File: src/rtl/band_fetch_pkg.sv
// Shared types and width helpers for the banded BRAM fetch controller.
package band_fetch_pkg;

    typedef enum logic [1:0] {
        StIdle,
        StIssue,
        StDrain,
        StDone
    } state_e;

    // Tag fields are sized for the largest supported image; the top checks that its
    // row/col widths fit and truncates on the way out.
    localparam int unsigned TAG_ROW_W = 16;
    localparam int unsigned TAG_COL_W = 16;

    typedef struct packed {
        logic [TAG_ROW_W-1:0] row;
        logic [TAG_COL_W-1:0] col;
        logic                 last;
    } band_tag_t;

    localparam int unsigned TAG_W = $bits(band_tag_t);

    // Bits needed to index n distinct values (at least 1).
    function automatic int unsigned idx_width(input int unsigned n);
        return (n > 1) ? int'($clog2(n)) : 1;
    endfunction

    function automatic int unsigned row_width(input int unsigned max_row);
        return idx_width(max_row);
    endfunction

    function automatic int unsigned col_width(input int unsigned max_col);
        return idx_width(max_col);
    endfunction

endpackage

File: src/rtl/sync_fifo.sv
// First-word-fall-through synchronous FIFO with an occupancy count.
module sync_fifo
    import band_fetch_pkg::*;
#(
    parameter int unsigned WIDTH = 8,
    parameter int unsigned DEPTH = 4,
    localparam int unsigned CNT_W = idx_width(DEPTH + 1)
) (
    input  logic             clk,
    input  logic             rst,
    input  logic             wr_en_i,
    input  logic [WIDTH-1:0] wr_data_i,
    input  logic             rd_en_i,
    output logic [WIDTH-1:0] rd_data_o,
    output logic             empty_o,
    output logic             full_o,
    output logic [CNT_W-1:0] count_o
);

    localparam int unsigned PTR_W = idx_width(DEPTH);

    logic [WIDTH-1:0] mem_q [DEPTH];
    logic [PTR_W-1:0] wr_ptr_q, rd_ptr_q;
    logic [CNT_W-1:0] count_q;
    logic             do_wr, do_rd;

    function automatic logic [PTR_W-1:0] ptr_inc(input logic [PTR_W-1:0] p);
        return (p == PTR_W'(DEPTH - 1)) ? '0 : p + PTR_W'(1);
    endfunction

    assign empty_o   = (count_q == '0);
    assign full_o    = (count_q == CNT_W'(DEPTH));
    assign count_o   = count_q;
    assign rd_data_o = mem_q[rd_ptr_q];
    assign do_wr     = wr_en_i & ~full_o;
    assign do_rd     = rd_en_i & ~empty_o;

    // Storage needs no reset: pointers and count define what is valid.
    always_ff @(posedge clk) begin
        if (do_wr) begin
            mem_q[wr_ptr_q] <= wr_data_i;
        end
    end

    // Pointer and occupancy bookkeeping.
    always_ff @(posedge clk) begin
        if (rst) begin
            wr_ptr_q <= '0;
            rd_ptr_q <= '0;
            count_q  <= '0;
        end else begin
            if (do_wr) wr_ptr_q <= ptr_inc(wr_ptr_q);
            if (do_rd) rd_ptr_q <= ptr_inc(rd_ptr_q);
            unique case ({do_wr, do_rd})
                2'b10:   count_q <= count_q + CNT_W'(1);
                2'b01:   count_q <= count_q - CNT_W'(1);
                default: count_q <= count_q;
            endcase
        end
    end

endmodule

File: src/rtl/bram_band_fetch.sv
// Fetches a band of consecutive image rows from BRAM and streams tagged pixels out.
// Issue is throttled so that every read in flight always has a FIFO slot waiting.
module bram_band_fetch
    import band_fetch_pkg::*;
#(
    parameter int unsigned DATA_W     = 8,
    parameter int unsigned MAX_ROW    = 540,
    parameter int unsigned MAX_COL    = 540,
    parameter int unsigned ADDR_W     = 19,
    parameter int unsigned RD_LAT     = 2,
    parameter int unsigned MAX_BAND   = 3,
    parameter int unsigned FIFO_DEPTH = 4,
    localparam int unsigned ROW_W     = row_width(MAX_ROW),
    localparam int unsigned COL_W     = col_width(MAX_COL),
    localparam int unsigned NR_W      = idx_width(MAX_BAND + 1)
) (
    input  logic              clk,
    input  logic              rst,
    input  logic              start_i,
    input  logic [ROW_W-1:0]  start_row_i,
    input  logic [NR_W-1:0]   num_rows_i,
    output logic              ena_o,
    output logic              wea_o,
    output logic [ADDR_W-1:0] addr_o,
    output logic [DATA_W-1:0] d2mem_o,
    input  logic [DATA_W-1:0] mem2d_i,
    output logic [DATA_W-1:0] out_data_o,
    output logic [ROW_W-1:0]  out_row_o,
    output logic [COL_W-1:0]  out_col_o,
    output logic              out_last_o,
    output logic              out_valid_o,
    input  logic              out_ready_i,
    output logic              busy_o,
    output logic              done_o
);

    localparam int unsigned INF_W   = idx_width(RD_LAT + 1);
    localparam int unsigned CNT_W   = idx_width(FIFO_DEPTH + 1);
    localparam int unsigned ENTRY_W = DATA_W + TAG_W;

    if (RD_LAT == 0) begin : g_bad_lat
        $error("RD_LAT must be at least 1");
    end
    if (FIFO_DEPTH < RD_LAT + 2) begin : g_bad_depth
        $error("FIFO_DEPTH must be at least RD_LAT+2");
    end
    if ((64'd1 << ADDR_W) < 64'(MAX_ROW) * 64'(MAX_COL)) begin : g_bad_addr
        $error("ADDR_W too narrow for MAX_ROW*MAX_COL");
    end
    if (ROW_W > TAG_ROW_W || COL_W > TAG_COL_W) begin : g_bad_tag
        $error("image dimensions exceed tag field widths");
    end

    state_e            state_q;
    logic              ena_q, busy_q, done_q;
    logic [ADDR_W-1:0] addr_q;
    logic [ROW_W-1:0]  row_q;
    logic [COL_W-1:0]  col_q;
    logic [NR_W-1:0]   rows_left_q;
    logic [INF_W-1:0]  inflight_q;
    logic              pipe_vld_q [RD_LAT];
    band_tag_t         pipe_tag_q [RD_LAT];

    logic               pop, fifo_wr, fifo_empty, fifo_full, issue_last, credit, row_wrap;
    logic [CNT_W-1:0]   fifo_count;
    logic [ENTRY_W-1:0] fifo_wr_data, fifo_rd_data;
    band_tag_t          cur_tag, head_tag;
    logic [DATA_W-1:0]  head_data;
    logic [NR_W-1:0]    nr_sat;
    logic [ADDR_W-1:0]  start_addr;
    logic [31:0]        occ;
    logic               unused_bits;

    assign fifo_wr    = pipe_vld_q[RD_LAT-1];
    assign pop        = ~fifo_empty & out_ready_i;
    assign issue_last = (rows_left_q == NR_W'(1)) && (col_q == COL_W'(MAX_COL - 1));
    assign row_wrap   = (row_q == ROW_W'(MAX_ROW - 1));
    assign nr_sat     = (32'(num_rows_i) > MAX_BAND) ? NR_W'(MAX_BAND) : num_rows_i;
    assign start_addr = ADDR_W'(32'(start_row_i) * MAX_COL);

    // Slots committed after this edge: reads in flight, the read being issued now and
    // FIFO contents net of this cycle's pop. A FIFO write moves a beat between the
    // first and last terms, so it cancels out.
    assign occ    = 32'(inflight_q) + 32'(ena_q) + 32'(fifo_count) - 32'(pop);
    assign credit = (occ < FIFO_DEPTH);

    // Tag of the read presented to BRAM this cycle.
    always_comb begin
        cur_tag      = '0;
        cur_tag.row  = TAG_ROW_W'(row_q);
        cur_tag.col  = TAG_COL_W'(col_q);
        cur_tag.last = issue_last;
    end

    // Control FSM with address/row/column walk; all outputs registered.
    always_ff @(posedge clk) begin
        if (rst) begin
            state_q     <= StIdle;
            ena_q       <= 1'b0;
            addr_q      <= '0;
            row_q       <= '0;
            col_q       <= '0;
            rows_left_q <= '0;
            busy_q      <= 1'b0;
            done_q      <= 1'b0;
        end else begin
            done_q <= 1'b0;
            unique case (state_q)
                StIdle: begin
                    if (start_i) begin
                        if (nr_sat == '0) begin
                            state_q <= StDone;
                            done_q  <= 1'b1;
                        end else begin
                            state_q     <= StIssue;
                            busy_q      <= 1'b1;
                            ena_q       <= 1'b1;
                            row_q       <= start_row_i;
                            col_q       <= '0;
                            addr_q      <= start_addr;
                            rows_left_q <= nr_sat;
                        end
                    end
                end
                StIssue: begin
                    if (ena_q && issue_last) begin
                        state_q <= StDrain;
                        ena_q   <= 1'b0;
                    end else begin
                        ena_q <= credit;
                        if (ena_q) begin
                            if (col_q == COL_W'(MAX_COL - 1)) begin
                                col_q       <= '0;
                                rows_left_q <= rows_left_q - NR_W'(1);
                                row_q       <= row_wrap ? '0 : row_q + ROW_W'(1);
                                addr_q      <= row_wrap ? '0 : addr_q + ADDR_W'(1);
                            end else begin
                                col_q  <= col_q + COL_W'(1);
                                addr_q <= addr_q + ADDR_W'(1);
                            end
                        end
                    end
                end
                StDrain: begin
                    // The last-tagged beat is always the final one, so its acceptance
                    // implies the pipeline and FIFO are already empty.
                    if (pop && out_last_o) begin
                        state_q <= StDone;
                        busy_q  <= 1'b0;
                        done_q  <= 1'b1;
                    end
                end
                StDone: begin
                    state_q <= StIdle;
                end
                default: begin
                    state_q <= StIdle;
                end
            endcase
        end
    end

    // Tag pipeline aligned with the BRAM read latency.
    always_ff @(posedge clk) begin
        if (rst) begin
            for (int i = 0; i < RD_LAT; i++) begin
                pipe_vld_q[i] <= 1'b0;
                pipe_tag_q[i] <= '0;
            end
        end else begin
            pipe_vld_q[0] <= ena_q;
            pipe_tag_q[0] <= cur_tag;
            for (int i = 1; i < RD_LAT; i++) begin
                pipe_vld_q[i] <= pipe_vld_q[i-1];
                pipe_tag_q[i] <= pipe_tag_q[i-1];
            end
        end
    end

    // Reads issued but not yet written into the FIFO.
    always_ff @(posedge clk) begin
        if (rst) begin
            inflight_q <= '0;
        end else begin
            unique case ({ena_q, fifo_wr})
                2'b10:   inflight_q <= inflight_q + INF_W'(1);
                2'b01:   inflight_q <= inflight_q - INF_W'(1);
                default: inflight_q <= inflight_q;
            endcase
        end
    end

    assign fifo_wr_data = {mem2d_i, pipe_tag_q[RD_LAT-1]};

    sync_fifo #(
        .WIDTH (ENTRY_W),
        .DEPTH (FIFO_DEPTH)
    ) u_fifo (
        .clk       (clk),
        .rst       (rst),
        .wr_en_i   (fifo_wr),
        .wr_data_i (fifo_wr_data),
        .rd_en_i   (out_ready_i),
        .rd_data_o (fifo_rd_data),
        .empty_o   (fifo_empty),
        .full_o    (fifo_full),
        .count_o   (fifo_count)
    );

    assign head_tag  = band_tag_t'(fifo_rd_data[TAG_W-1:0]);
    assign head_data = fifo_rd_data[ENTRY_W-1 -: DATA_W];

    // Outputs are forced to zero when empty so reset leaves no stale FIFO contents visible.
    assign out_valid_o = ~fifo_empty;
    assign out_data_o  = out_valid_o ? head_data : '0;
    assign out_row_o   = out_valid_o ? ROW_W'(head_tag.row) : '0;
    assign out_col_o   = out_valid_o ? COL_W'(head_tag.col) : '0;
    assign out_last_o  = out_valid_o & head_tag.last;

    assign ena_o   = ena_q;
    assign addr_o  = addr_q;
    assign wea_o   = 1'b0;
    assign d2mem_o = '0;
    assign busy_o  = busy_q;
    assign done_o  = done_q;

    assign unused_bits = ^{head_tag.row, head_tag.col, fifo_full};

endmodule

File: config.mk
export PLATFORM = sky130hd
export DESIGN_NAME = bram_band_fetch
export DESIGN_NICKNAME = d
export VERILOG_FILES = /design/src/rtl/band_fetch_pkg.sv /design/src/rtl/sync_fifo.sv /design/src/rtl/bram_band_fetch.sv
export SDC_FILE = /design/constraint.sdc
export NUM_CORES = 1
export LEC_CHECK = 0
export ABC_AREA = 0
export CORE_ASPECT_RATIO = 1.2
export CORE_MARGIN = 4
export CORE_UTILIZATION = 50
export CTS_CLUSTER_SIZE = 30
export DETAILED_ROUTE_END_ITERATION = 6
export PLACE_DENSITY = 0.75
export SLEW_MARGIN = 20
export SYNTH_ARGS = -nofsm -noshare
export SYNTH_HDL_FRONTEND = slang
export SYNTH_SLANG_ARGS = --single-unit
File: constraint.sdc
create_clock -name clk -period 3.95 [get_ports clk]
set_clock_uncertainty 0.1 [all_clocks]
set_input_delay 0.79 -clock clk [delete_from_list [all_inputs] [get_ports clk]]
set_output_delay 0.79 -clock clk [all_outputs]
set_load 0.02 [all_outputs]
==> metrics.md, run 1 <==
| Metric | Value |
|---|---|
| Path depth of the worst reg2reg path | `13` |
| Commonest non-fill, non-tap cells in the layout | `edfxtp_1, dfxtp_1, inv_1, clkdlybuf4s50_1, ha_1` |
| CTS tree | `built` |
| Layout area overhead | `19.5%` |
| # diodes | `0` |
| Placer's final routability congestion estimate | `0.862` |
| Crit Path Category | `in2reg` |
| Pwr Density | `603 nW/um2` |
| Max rail drop VDD | `0.343 mV` |
| Worst-path clk slew | `0.06 ns` |
| CP max FO | `4` |
| Count of final hold-check violations | `0` |
| Final setup viols | `0` |
| Global Route Usage Sum | `18.0%` |
| Inserted Clock Buffers | `21` |
| Total Wirelength | `20.5 mm` |
| Clk buf depth | `3` |
| Post-CTS Hold Buffers | `0` |
| RSZ-0062 raised after global routing | `no` |
| Vias per cell | `5.45` |
| Row cnt | `56` |
| Fin util | `61.5%` |
| Die X-Extent | `138 um` |
| Crit end category | `flop` |
| Dpl ws | `-0.512 ns` |
| Reg power frac | `38.3%` |
| Leak | `0.00462 uW` |
| Max-cap violations | `0` |
| Mapped Cells | `853` |
| Vias in the first global route | `6848` |
| Die area | `22800 um2` |
| Mean Syn Cell Area | `12.0 um2` |
| Initial antenna violation count | `0` |
| Final period util | `94.3%` |
| Comb power frac | `35.2%` |
| H-tree levels | `1` |
| Yosys Warn Count | `0` |
| Root buffer cell | `clkbuf_16` |
| CP Data Required Time | `4.25 ns` |
| Psw | `2430 uW` |
| Hold Slack | `0.338 ns` |
| Initial core utilization | `51.4%` |
| Final WS setup | `0.225 ns` |
| Ratio of cells with drive above 1 in the final layout | `13.3%` |
| Setup crit start kind | `primary input` |
| Worst slew margin | `45.4%` |
| Setup TNS Final | `0 ns` |
| Pre-antenna DRT Iters | `5` |
| Highest Clock Rate | `268 MHz` |
| Sequential-to-total area share from yosys stat | `54.0%` |
| Hold path depth | `1` |
| Clock share of power | `26.5%` |
| Post-synth EDFFs | `116` |
| Synth Flop Type | `edfxtp_1` |
| Sink Count | `217` |
| Max Slew Vio Count | `0` |
| P_int | `4930 uW` |
| Clk Latency, worst-skew pair | `0.48 ns` |
| First-pass GRT wire length | `33.9 mm` |
| Area of the core | `19800 um2` |
| DR DRC count | `0` |
| Switching share of power | `33.0%` |
| Overall die height | `164 um` |
| Final worst path period need | `3.73 ns` |
| Library cells used by synthesis | `64` |
| Synth Register Bits | `217` |
| I/O pins | `85` |
| Via count | `6734` |
| Commonest non-fill, non-tap cell in the layout | `edfxtp_1` |
| Actual slew at the worst max-slew pin | `0.819 ns` |
| Status | `finished, final reports clean` |
| Ys async rst share | `0%` |
| Worst path arrival time | `4.03 ns` |
| Post-Syn Area | `10200 um2` |
| Worst hold path type | `reg2reg` |
| Average wire per standard cell | `16.6 um` |
| Grt ovf | `0` |
| DRT iter0 DRCs | `290` |
| Fin nets | `1054` |
| IO buf count | `75` |
| Pin count of the biggest net entering global routing | `50` |
| Hpwl dp | `14.2 mm` |
| Routed Antenna Nets | `0` |
## layer usage
layer  part of all wire (%)  track usage [%]
met1                     43             22.5
met2                     50             32.3
met3                    4.6             2.66
met4                    2.7             5.84
met5                      0                0
## power groups by stage
stage                     Clock [uW]  Sequential (uW)  Combinational [uW]
after global placement             0             2850                2520
after global routing            2090             2850                2870
after detailed placement           0             2850                2570
final                           1950             2820                2590
after CTS                       1990             2810                2580
after floorplan                    0             2870                1650
## registers in the layout (all words and copies together) (netlist names), named ones only
register         count
busy_o               1
ena_o                1
u_fifo.rd_ptr_q      2
addr_o              19
row_q               10
pipe_vld_q           2
u_fifo.wr_ptr_q      2
state_q              2
rows_left_q          2
pipe_tag_q          42
col_q               10
inflight_q           2
u_fifo.mem_q       116
done_o               1
u_fifo.count_o       3
## area by class of cell
cell class / instances / area [um2]
Multi-Input combinational cell: 531 / 4300
Inverter: 71 / 267
Fill cell: 1569 / 7630
Timing Repair Buffer: 117 / 1110
Tap cell: 261 / 327
Clock inverter: 10 / 113
Sequential cell: 217 / 5510
Clock buffer: 28 / 573
## metrics by stage
step | cells | total power [uW] | area, um2
floorplan | 861 | 4520 | 10200
global placement | 1196 | 5370 | 11400
detailed placement | 1196 | 5420 | 11400
CTS | 1234 | 7380 | 12100
global route | 1235 | 7810 | 12200
finish | 1235 | 7360 | 12200
## Yosys cell counts, types with 8 or more instances
cell | count | area share (%)
nor3_1 | 12 | 0.59
or3_1 | 8 | 0.49
xor2_1 | 17 | 1.5
a21oi_1 | 36 | 1.8
a21o_1 | 11 | 0.81
nand3_1 | 21 | 1.0
nand2_1 | 34 | 1.3
dfxtp_1 | 101 | 20
buf_2 | 8 | 0.39
and3_1 | 18 | 1.1
o21ai_0 | 24 | 1.2
nor2_1 | 50 | 1.8
inv_1 | 70 | 2.6
and2_1 | 32 | 2.0
clkbuf_1 | 22 | 0.81
xnor2_1 | 9 | 0.77
mux4_2 | 29 | 6.4
nor2b_1 | 44 | 2.7
buf_4 | 9 | 0.66
edfxtp_1 | 116 | 34
ha_1 | 58 | 7.1
a31oi_1 | 13 | 0.80
fa_1 | 13 | 2.6
nand4_1 | 8 | 0.49
## repair_timing
item                                    CTS  global route
buffers inserted                          0             1
cloned                                    0             0
endpoints found under the setup margin    1             8
pin swaps                                 0             5
resized for setup                         3            15
## kinds of logic after synthesis
family	after synthesis	synth area share [%]
buffers and inverters	113	4.73
flip-flops	217	54.0
AO/OA/AOI/OAI	147	9.68
XOR/XNOR	26	2.23
multiplexers	33	6.80
other	1	0.0368
AND/OR/NAND/NOR	245	12.9
adder cells (fa/ha/maj)	71	9.67
## worst max-delay path, cell delays in order
cell and delay (ns):
dlygate4sd2_1 0.28, ha_1 0.31, ha_1 0.27, inv_1 0.05, fa_1 0.53, inv_1 0.04, ha_1 0.30, and2_1 0.17
a221o_1 0.36, a21o_4 0.26, a41oi_2 0.19, xnor2_1 0.17, nand2_1 0.09, a31oi_1 0.21
## final timing paths
| kind | start | end | slack (ns) |
|---|---|---|---|
| max reg2reg | u_fifo.count_o[0] | ena_o | 0.98 |
| min reg2reg | pipe_tag_q[0][22] | pipe_tag_q[0][55] | 0.34 |
| max | start_row_i[5] | addr_o[16] | 0.22 |
| min | pipe_tag_q[0][22] | pipe_tag_q[0][55] | 0.34 |
(Power assumes the default switching activity.)
==> run 2, diff against run 1 <==
--- a/config.mk
+++ b/config.mk
@@ -6,12 +6,14 @@
 export NUM_CORES = 1
 export LEC_CHECK = 0
 export ABC_AREA = 0
+export CELL_PAD_IN_SITES_DETAIL_PLACEMENT = 0
+export CELL_PAD_IN_SITES_GLOBAL_PLACEMENT = 2
 export CORE_ASPECT_RATIO = 1.2
 export CORE_MARGIN = 4
-export CORE_UTILIZATION = 50
+export CORE_UTILIZATION = 36
 export CTS_CLUSTER_SIZE = 30
 export DETAILED_ROUTE_END_ITERATION = 6
-export PLACE_DENSITY = 0.75
+export PLACE_DENSITY = 0.78
 export SLEW_MARGIN = 20
 export SYNTH_ARGS = -nofsm -noshare
 export SYNTH_HDL_FRONTEND = slang
==> run 2 against run 1 <==
  * Flip-flop and latch count unchanged
  * Via count decreased by 2.3%
  * Global-route usage decreased by 4.2 points
  * Sequential share of layout area decreased by 0.84 points
  * Non-clock buffer count increased by 11
  * Sequential power about the same
  * Critical path depth unchanged
  * Clock power increased by 4%
  * Wire length increased by 4.0%
  * Count of clock-buffer cells in the layout decreased by 1
  * Cell area increased by 1.9%
  * Final cell count increased by 11%
  * Largest power group unchanged
==> metrics.md, run 2 (synthesized netlist as in run 1, its figures left out) <==
| Metric | Value |
|---|---|
| Status | `finished, final reports clean` |
| Max-cap violations | `0 (unchanged)` |
| Clk Latency, worst-skew pair | `0.49 ns (about the same)` |
| CP Data Required Time | `4.27 ns (+0.02 ns)` |
| Max rail drop VDD | `0.335 mV (-2.5%)` |
| Top reg by flops | `u_fifo.mem_q` |
| CP max FO | `4 (unchanged)` |
| Post-CTS Hold Buffers | `0 (unchanged)` |
| Crit end category | `flop` |
| Clk buf depth | `3 (unchanged)` |
| Vias in the first global route | `6607 (-3.5%)` |
| CTS tree | `built` |
| Largest register FFs | `116 (unchanged)` |
| Count of final hold-check violations | `0 (unchanged)` |
| Fin nets | `1066 (+1.1%)` |
| Hpwl dp | `15.1 mm (+6.5%)` |
| Area of the core | `27900 um2 (+41%)` |
| IO buf count | `75 (unchanged)` |
| Ratio of cells with drive above 1 in the final layout | `14.2% (+0.84 points)` |
| Die X-Extent | `162 um (+17%)` |
| Final setup viols | `0 (unchanged)` |
| Grt ovf | `0 (unchanged)` |
| Initial antenna violation count | `2 (+2)` |
| DRT iter0 DRCs | `288 (-0.69%)` |
| Worst path arrival time | `4.10 ns (+0.07 ns)` |
| Pwr Density | `604 nW/um2 (about the same)` |
| Vias per cell | `4.82 (-12%)` |
| Final period util | `95.7% (+1.4 points)` |
| Max Slew Vio Count | `0 (unchanged)` |
| Average wire per standard cell | `15.6 um (-5.9%)` |
| Dpl ws | `-0.560 ns (-0.0473 ns)` |
| # diodes | `0 (unchanged)` |
| Sink Count | `217 (unchanged)` |
| Final WS setup | `0.171 ns (-0.0540 ns)` |
| Setup crit start kind | `primary input` |
| Actual slew at the worst max-slew pin | `0.731 ns (-0.0882 ns)` |
| Overall die height | `192 um (+17%)` |
| Total Power | `7500 uW (+1.9%)` |
| Worst-path clk slew | `0.06 ns (about the same)` |
| I/O pins | `85 (unchanged)` |
| Global Route Usage Sum | `13.8% (-4.2 points)` |
| Placer's final routability congestion estimate | `0.796 (-7.6%)` |
| Pin count of the biggest net entering global routing | `33 (-34%)` |
| Leak | `0.00468 uW (+1.4%)` |
| Pre-antenna DRT Iters | `4 (-1)` |
| Row cnt | `67 (+20%)` |
| First-pass GRT wire length | `35.0 mm (+3.2%)` |
| Initial core utilization | `36.5% (-15 points)` |
| Root buffer cell | `clkbuf_16` |
| Worst hold path type | `reg2reg` |
| DR DRC count | `0 (unchanged)` |
| Via count | `6582 (-2.3%)` |
| Crit Path Category | `in2reg` |
| Die area | `31100 um2 (+37%)` |
| RSZ-0062 raised after global routing | `no` |
| Routed Antenna Nets | `0 (unchanged)` |
| Layout area overhead | `21.8%` |
| Commonest non-fill, non-tap cells in the layout | `edfxtp_1, dfxtp_1, inv_1, clkdlybuf4s50_1, ha_1` |
| Total Wirelength | `21.3 mm (+4.0%)` |
| Commonest non-fill, non-tap cell in the layout | `edfxtp_1` |
| Final worst path period need | `3.78 ns (+0.0540 ns)` |
| Highest Clock Rate | `265 MHz (-1.4%)` |
| Worst slew margin | `51.1% (+5.7 points)` |
| H-tree levels | `1 (unchanged)` |
| Inserted Clock Buffers | `22 (+4.8%)` |
## run 2: where the power goes
part / total [uW] / internal, uW / switching (uW)
Combinational: 2670 / 1230 / 1430
Clock: 2030 / 1180 / 849
Sequential: 2800 / 2590 / 216
Total: 7500 / 5000 / 2500
## run 2: final timing paths
kind	startpoint	endpoint	slack (ns)	depth (start not counted)
setup / recovery	start_row_i[4]	addr_o[14]	0.17	14
hold / removal	pipe_tag_q[0][3]	pipe_tag_q[0][36]	0.33	1
setup reg to reg	u_fifo.count_o[0]	ena_o	1.08	13
hold reg to reg	pipe_tag_q[0][3]	pipe_tag_q[0][36]	0.33	1
## run 2: layout make-up
class                           count  area, um2
Tap cell                          379        474
Clock inverter                     13        113
Timing Repair Buffer              128       1170
Fill cell                        2589      15500
Multi-Input combinational cell    531       4280
Sequential cell                   217       5510
Inverter                           71        267
Clock buffer                       27        611
## run 2: metal layers
metal / global-route usage [%] / part of all wire (%)
met5: 0 / 0.16
met4: 4.46 / 2.9
met3: 2.39 / 4.8
met2: 23.5 / 47
met1: 18.1 / 45
## run 2: timing repair
action / 4_1_cts / 5_1_grt
pin swaps: 1 / 5
cloned: 0 / 0
setup endpoints to repair: 5 / 9
buffers inserted: 0 / 2
gates resized for setup: 4 / 14
## run 2: metrics by stage
stage	std cells	cell area, um2	TNS (ns)	utilization (%)	hold WS (ns)
detailed placement	1324	11600	-5.01	41.7	0.320
finish	1366	12400	0	44.5	0.333
floorplan	861	10200	0	-	0.314
CTS	1364	12400	0	44.2	0.336
global route	1366	12400	0	44.5	0.360
global placement	1324	11600	-4.64	41.7	0.319
## run 2: worst max-delay path: stages
cell,delay [ns]
clkdlybuf4s50_1,0.51
ha_1,0.25
ha_1,0.28
inv_1,0.05
fa_1,0.53
inv_1,0.06
ha_1,0.29
a21o_1,0.21
a41o_1,0.25
a21o_4,0.21
a21oi_2,0.13
xor2_1,0.09
o221a_2,0.26
nor3_1,0.17
